<file path="src/rtl/pc_trace_buffer.sv">
// Trigger-armed circular trace of the retired PC/write-data stream, drained by a valid/enable pop port.
// Define TRACE_HILO_EN to also record the HI/LO registers alongside each entry.
module pc_trace_buffer #(
    parameter int DEPTH    = 16,
    parameter int ADDR_W   = 4,
    parameter int POST_CNT = 8
) (
    input  logic              Clk,
    input  logic              Rst,
    input  logic              Arm,
    input  logic [31:0]       Trig_PC,
    input  logic              Cap_Valid,
    input  logic [31:0]       Cap_PC,
    input  logic [31:0]       Cap_Data,
`ifdef TRACE_HILO_EN
    input  logic [31:0]       Cap_Hi,
    input  logic [31:0]       Cap_Lo,
    output logic [31:0]       Rd_Hi,
    output logic [31:0]       Rd_Lo,
`endif
    input  logic              Rd_En,
    output logic              Rd_Valid,
    output logic [31:0]       Rd_PC,
    output logic [31:0]       Rd_Data,
    output logic [ADDR_W:0]   Count,
    output logic [1:0]        State,
    output logic              Triggered
);

    typedef enum logic [1:0] {
        IDLE   = 2'd0,
        ARMED  = 2'd1,
        POST   = 2'd2,
        FROZEN = 2'd3
    } state_t;

    localparam logic [ADDR_W:0]   FULL      = (ADDR_W + 1)'(DEPTH);
    localparam logic [ADDR_W-1:0] POST_INIT = ADDR_W'(POST_CNT);

    state_t              state, state_next;
    logic [ADDR_W-1:0]   wr_ptr, rd_ptr, post_cnt;
    logic [ADDR_W:0]     count;
    logic                triggered;
    logic                cap_en, pop_en, trig_fire, rd_valid;

    logic [31:0] mem_pc   [DEPTH];
    logic [31:0] mem_data [DEPTH];
`ifdef TRACE_HILO_EN
    logic [31:0] mem_hi   [DEPTH];
    logic [31:0] mem_lo   [DEPTH];
`endif

    assign rd_valid = (state == FROZEN) && (count != '0);

    always_comb begin
        state_next = state;
        cap_en     = 1'b0;
        pop_en     = 1'b0;
        trig_fire  = 1'b0;
        if (Arm) begin
            state_next = ARMED;
        end else begin
            unique case (state)
                IDLE: state_next = IDLE;
                ARMED: begin
                    if (Cap_Valid) begin
                        cap_en = 1'b1;
                        if (Cap_PC == Trig_PC) begin
                            trig_fire  = 1'b1;
                            state_next = (POST_CNT > 0) ? POST : FROZEN;
                        end
                    end
                end
                POST: begin
                    if (Cap_Valid) begin
                        cap_en = 1'b1;
                        if (post_cnt == ADDR_W'(1)) state_next = FROZEN;
                    end
                end
                FROZEN: pop_en = Rd_En && rd_valid;
            endcase
        end
    end

    always_ff @(posedge Clk or negedge Rst) begin
        if (!Rst) state <= IDLE;
        else      state <= state_next;
    end

    always_ff @(posedge Clk or negedge Rst) begin
        if (!Rst) begin
            wr_ptr    <= '0;
            rd_ptr    <= '0;
            count     <= '0;
            post_cnt  <= '0;
            triggered <= 1'b0;
        end else if (Arm) begin
            wr_ptr    <= '0;
            rd_ptr    <= '0;
            count     <= '0;
            post_cnt  <= '0;
            triggered <= 1'b0;
        end else begin
            if (cap_en) begin
                wr_ptr <= wr_ptr + 1'b1;
                // When full, the oldest entry is overwritten, so the read pointer follows.
                if (count == FULL) rd_ptr <= rd_ptr + 1'b1;
                else               count  <= count + 1'b1;
            end else if (pop_en) begin
                rd_ptr <= rd_ptr + 1'b1;
                count  <= count - 1'b1;
            end
            if (trig_fire) begin
                triggered <= 1'b1;
                post_cnt  <= POST_INIT;
            end else if (cap_en && state == POST) begin
                post_cnt <= post_cnt - 1'b1;
            end
        end
    end

    always_ff @(posedge Clk) begin
        if (cap_en) begin
            mem_pc[wr_ptr]   <= Cap_PC;
            mem_data[wr_ptr] <= Cap_Data;
`ifdef TRACE_HILO_EN
            mem_hi[wr_ptr]   <= Cap_Hi;
            mem_lo[wr_ptr]   <= Cap_Lo;
`endif
        end
    end

    // Read data is gated by valid so it is zero in reset and whenever nothing is poppable.
    assign Rd_PC     = rd_valid ? mem_pc[rd_ptr]   : '0;
    assign Rd_Data   = rd_valid ? mem_data[rd_ptr] : '0;
`ifdef TRACE_HILO_EN
    assign Rd_Hi     = rd_valid ? mem_hi[rd_ptr]   : '0;
    assign Rd_Lo     = rd_valid ? mem_lo[rd_ptr]   : '0;
`endif
    assign Rd_Valid  = rd_valid;
    assign Count     = count;
    assign State     = state;
    assign Triggered = triggered;

endmodule

</file>
<file path="config.mk">
export PLATFORM = sky130hd
export DESIGN_NAME = pc_trace_buffer
export DESIGN_NICKNAME = d
export VERILOG_FILES = /design/src/rtl/pc_trace_buffer.sv
export SDC_FILE = /design/constraint.sdc
export NUM_CORES = 1
export LEC_CHECK = 0
export ABC_AREA = 1
export BUFFER_PORTS_ARGS = -buffer_cell sky130_fd_sc_hd__buf_4
export CORE_MARGIN = 3
export CORE_UTILIZATION = 49
export DETAILED_ROUTE_END_ITERATION = 7
export PLACE_DENSITY = 0.66
export SYNTH_ARGS = -nofsm -noshare
export SYNTH_HDL_FRONTEND = slang
export SYNTH_SLANG_ARGS = --single-unit
</file>
<file path="constraint.sdc">
create_clock -name Clk -period 8.4 [get_ports Clk]
set_input_delay 0.42 -clock Clk [delete_from_list [all_inputs] [get_ports Clk]]
set_output_delay 0.42 -clock Clk [all_outputs]
set_load 0.02 [all_outputs]
</file>
; Word level (Yosys, flattened, before mapping)
; Memories as Yosys holds them, arrays and structs flattened.
; Index checks and enable logic that the tools add are counted.
[totals]
out_inout_bits = 73
ff_bits = 20
elab_cells = 73
ram_bits = 1024
memories = 2
in_bits = 101
[classes]
n_reduce_logical = 14
n_eq_ne = 12
add_sub_neg = 5
mux = 34
[memory_table]
columns = memory, depth, word_bits, read_ports, rd_clocked_by_memory_dff, wr, line_no
row1 = mem_data, 16, 32, 1, 0, 1, 47  ; logic [31:0] mem_data [DEPTH];
row2 = mem_pc, 16, 32, 1, 0, 1, 46  ; logic [31:0] mem_pc [DEPTH];
[op_table]
columns = op, n
row1 = $mux W32, 2
row2 = $mux W4, 9
row3 = $eq A32 B32 Y1, 1
row4 = $mux W5, 4
row5 = $ne A3 B3 Y1 const B, 5
row6 = $mux W1, 13
row7 = $mux W2, 5
row8 = $add A4 B1 Y4 const B, 2
row9 = $pmux W2 S3, 1
row10 = $reduce_bool A3 Y1, 2
row11 = $add A5 B1 Y5 const B, 1
row12 = $eq A5 B5 Y1 const B, 1
row13 = $reduce_and A5 Y1, 1
row14 = $reduce_bool A5 Y1, 1
row15 = $sub A5 B1 Y5 const B, 1
row16 = $eq A2 B2 Y1 const B, 2
row17 = $eq A4 B1 Y1 const B, 1
row18 = $reduce_and A2 Y1, 2
row19 = $reduce_bool A2 Y1, 2
row20 = $reduce_bool A4 Y1, 1
row21 = $sub A4 B1 Y4 const B, 1
row22 = $logic_and A1 B1 Y1, 3
row23 = $ne A3 B2 Y1 const B, 1
row24 = $eq A2 B1 Y1 const B, 1
row25 = other kinds (2), 2

; Longest topological paths before layout
[depth]
word_depth = 8
mapped_depth = 12
depth_no_buf = 12

; Worst setup path after synthesis
; OpenSTA, ideal clock, no wires.
[synth_path]
path_type = reg2reg
from = register state[0] (netlist: State[0])
to = memory mem_data[0][0], enable pin
path_slack_ns = 3.889
path_buffers = 0
stages_incl_launch_ff = 9
period_less_slack_ns = 4.511
setup_time_ns = 0.486
required_ns = 7.914
arrival_ns = 4.025
path_cell_list = dfrtp_1 inv_1 ha_1 nand2_1 inv_2 nand2_2 inv_2 nand2_1 nor2_1
[synth_via]
elab_chain_cells = 6
[synth_lines]
columns = element, line_no
row1 = from (decl), 40  ; state_t state, state_next;
row2 = from (signal assigned), 87  ; else state <= state_next;
row3 = $eq A2 B2 Y1 / $eq A2 B1 Y1 (equally long branches), 63  ; unique case (state)
row4 = $reduce_or A2 Y1 (no line) (*), -
row5 = $mux W1 (*), -
row6 = $mux W1 (*), 60  ; if (Arm) begin
row7 = $mux W1 (*), 123  ; if (cap_en) begin
row8 = $mux W1 (not written as such) (*), 125  ; mem_data[wr_ptr] <= Cap_Data;
row9 = to (decl), 47
; Every way passes the cells marked *; elsewhere a longest branch is shown, timed or not.

; Worst setup path after layout
[layout_path]
from = register rd_ptr[0]
to = output Rd_PC[20]
[layout_via]
elab_chain_cells = 2
[layout_lines]
columns = element, line_no
row1 = from (decl), 41  ; logic [ADDR_W-1:0] wr_ptr, rd_ptr, post_cnt;
row2 = from (signal assigned), 107  ; if (count == FULL) rd_ptr <= rd_ptr + 1'b1;
row3 = from (signal assigned), 110  ; rd_ptr <= rd_ptr + 1'b1;
row4 = $mem_v2 Z16 W32, -
row5 = $mux W32, 134  ; assign Rd_PC = rd_valid ? mem_pc[rd_ptr] : '0;
row6 = to (decl), 23  ; output logic [31:0] Rd_PC,
; Every way passes these cells.

==> out/qor.csv <==
stage;metric;value;unit
drt;DR WL met2;53.0;mm
synth;simple-gate portion of the synthesized area;6.51;%
layout;Register Area;31300;µm²
critical_path;Max FO, Critical Path;126;
critical_path;cell family with most CP delay;buffers and inverters;
synth;Yosys cell types;35;
layout;area of the multi-input gates;8970;µm²
placement;port bufs;173;
drt;residual DRC count;0;
drt;final WL;108;mm
clocking;worst skew pair latency;670;ps
placement;GPL Wtd Cong;0.764;
run_status;status;complete, no violations;
min_path;HP Class;primary input to register;
synth;XOR/XNOR Fraction of Synth Area;0.698;%
timing;setup violators final;0;
timing;final hold slack;48.2;ps
synth;most frequent cell after synthesis;edfxtp_1;
critical_path;reg2reg start;State[0];
floorplan;Initial Util;49.9;%
timing;Worst Tran Pin Value;1250;ps
critical_path;Worst Setup End Kind;output pin;
timing;max-slew violations;0;
clocking;CTS buffer count;105;
global_routing;pin count of the biggest net entering global routing;304;
clocking;root buf cell;clkbuf_16;
synth;mux share of post-synthesis cell area;0;%
layout;layout cells sized above 1;12.1;%
synth;Post-synth top cells;edfxtp_1 (1,024), nor2_1 (545), o21ai_0 (457);
timing;slew margin rel.;16.9;%
floorplan;full die area;88000;µm²
global_routing;vias in the first global route;26408;
drt;top sig layer;met5;
layout;fillers;6461;
timing;post-route setup slack;3530;ps
pwr;Tot Pwr;13900;µW
critical_path;WP depth;6;
global_routing;initial antenna violation count;4;
critical_path;slowest stage delay, CP;1110;ps
layout;Net count, final;3202;
drt;metal3 WL;8.45;mm
timing;RSZ-0062 raised after global routing;false;
floorplan;DIE WIDTH;297;µm
layout;fin cells;4293;
synth;Seq/Total Area, Yosys;75.5;%
placement;DP Cell Count;4099;
critical_path;Worst R2R End;mem_data[7][5];
run;Max Cap Viol;0;
clocking;CTS Hold Buffers Added;2;
placement;pre-CTS WS;4260;ps
layout;P&R area growth vs syn;12.9;%
synth;EDFF count, synth;1024;
timing;fin crit period;4870;ps
pwr;Worst VDD drop;460;µV
critical_path;Critical Path Slowest Stage Cell;dfrtp_4;
synth;largest cells by area after synthesis;edfxtp_1 (74%), o21ai_0 (5.5%), nor2_1 (4.9%);
global_routing;GRT overflow;0;
critical_path;crit start category;register;
synth;combinational family with the most area after synthesis;compound AO/OA/AOI/OAI gates;
pwr;Leak Pwr;0.0148;µW
critical_path;Most Frequent Cell on Critical Path;buf_4;
synth;leading area contributor after synthesis;edfxtp_1;
global_routing;Tot GR Track Use;24.4;%
drt;DR WL/cell;25.1;µm
timing;Fin Setup TNS;0;ps
critical_path;crit path buf inv count;2;
synth;syn_area_per_cell;13.9;µm²
timing;Clock Skew;40.2;ps
drt;DRT iter0 DRCs;2903;
placement;post-detail-place hpwl;52.3;mm
clocking;clock slew at reported path FFs;60;ps
drt;vias per cell;6.09;
synth;Synth Area in Compound Gates;13.7;%
synth;Adder-Cell Fraction of Synth Area;0.502;%
floorplan;die height;297;µm
clocking;CTS H-tree lvls;3;
clocking;clock tree buffer depth;3;
synth;YS warnings;0;
drt;met1 WL;43.4;mm
pwr;Power Density;297;nW/µm²
drt;post-route ant nets;0;
synth;synthesized instance count;2982;
critical_path;FF-to-FF path depth;10;
floorplan;area of the core;82900;µm²
clocking;CTS tree;done;
floorplan;number of core rows;105;
clocking;setup bufs post-CTS;0;
synth;asr flop ratio synth;1.92;%
synth;Post-Syn Area;41400;µm²
drt;drt first pass iters;6;
clocking;CTS resizes;0;
critical_path;R2R Setup Slk;4410;ps
synth;flops & latches, synth;1044;
critical_path;CP cell instances;buf_4 -> o21ai_0 -> o221ai_1 -> o211ai_1 -> a21oi_1 -> buf_4;
critical_path;WS Path Type;register to output pin;
critical_path;critical path arrival;4450;ps
timing;fin crit share;58.0;%
clocking;Num Clock Sinks;1044;
timing;f_max;205;MHz
drt;routed vias;26131;
critical_path;Critical Path RT;7980;ps
synth;Top FF cell, synth;edfxtp_1;
critical_path;CP endpoint;Rd_PC[20];
floorplan;io pins;174;
critical_path;Critical path origin;rd_ptr[0];
timing;Final Hold Vio Count;0;
global_routing;first-pass GRT wire length;160;mm
synth;Post-Syn Nets;3099;
synth;Synth top area share;74.3;%
[state kept, by name (all words and copies together) (netlist names)]
signal and cells:
Count 5, State 2, Triggered 1, mem_data 512, mem_pc 512, post_cnt 4, rd_ptr 4, wr_ptr 4
[per-stage QoR]
step | util, % | area [µm²]
final | 56.4 | 46700
after global routing | 56.4 | 46700
after CTS | 56.4 | 46700
after detailed placement | 52.4 | 43500
after global placement | 52.4 | 43500
after floorplan | - | 41400
[worst register-to-register path: cells and delay by family (launching register included)]
kind / cells / cell delay [ps]
adders and majority gates: 1 / 310
DFF: 1 / 440
buffers and inverters: 5 / 1530
and+or+nand+nor: 4 / 1350
[area by class of cell]
type	count	share of cell area (%)
Antenna cell	1	0.00535
Multi-Input combinational cell	1677	19.2
Inverter	41	0.380
Clock buffer	133	5.98
Sequential cell	1044	66.9
Tap cell	1123	3.01
Timing Repair Buffer	216	3.59
Clock inverter	58	0.964
[layout by cell type, fill, tap and decap left out, types with 2 or more instances in the layout]
master,instances
o22ai_1,76
nand4_1,2
inv_6,3
xnor2_1,29
nand2_1,83
nor2_1,529
dlygate4sd3_1,2
nand3_1,59
buf_12,4
o221ai_1,180
o21ai_1,65
a21oi_1,74
clkinv_1,24
bufinv_16,5
o31ai_1,3
ha_1,15
edfxtp_1,1024
xor2_1,4
nor2_4,16
clkinv_2,22
inv_2,3
buf_4,210
inv_1,34
clkbuf_1,25
clkbuf_16,108
dfrtp_1,16
clkinv_8,2
dfrtp_4,4
o211ai_1,76
clkinvlp_4,4
o21ai_0,457
[power by group]
| group | switching [µW] | total (µW) | internal, µW |
|---|---|---|---|
| logic | 2430 | 3470 | 1040 |
| registers | 160 | 6000 | 5840 |
| clock network | 1900 | 4410 | 2500 |
[cells by family (layout without fill, tap and decap cells)]
kind of cell,count (synthesis),in the layout
AO/OA/AOI/OAI,934,934
flip-flops,1044,1044
XOR/XNOR,33,33
AND/OR/NAND/NOR,694,694
buffers and inverters,261,448
other,0,1
adder cells (fa/ha/maj),16,16
[layer usage]
metal | global-route usage [%] | vias up
li1 | - | 11589
met1 | 33.0 | 13203
met2 | 40.8 | 1137
met3 | 3.56 | 198
met4 | 8.12 | 4
met5 | 0 | -
[how the worst min path moves through the flow]
stage            startpoint               to  slack, ps  cells past startpoint
6_report       Cap_Data[13]  mem_data[0][13]         50                      1
2_1_floorplan           Rst         Count[0]        120                      0
5_1_grt         Cap_Data[3]   mem_data[0][3]         60                      1
4_1_cts        Cap_Data[13]  mem_data[2][13]         20                      1
3_3_place_gp            Rst         Count[0]        310                      1
3_5_place_dp            Rst         Count[0]        320                      1
Note: power is estimated with default switching activity, not from simulation.
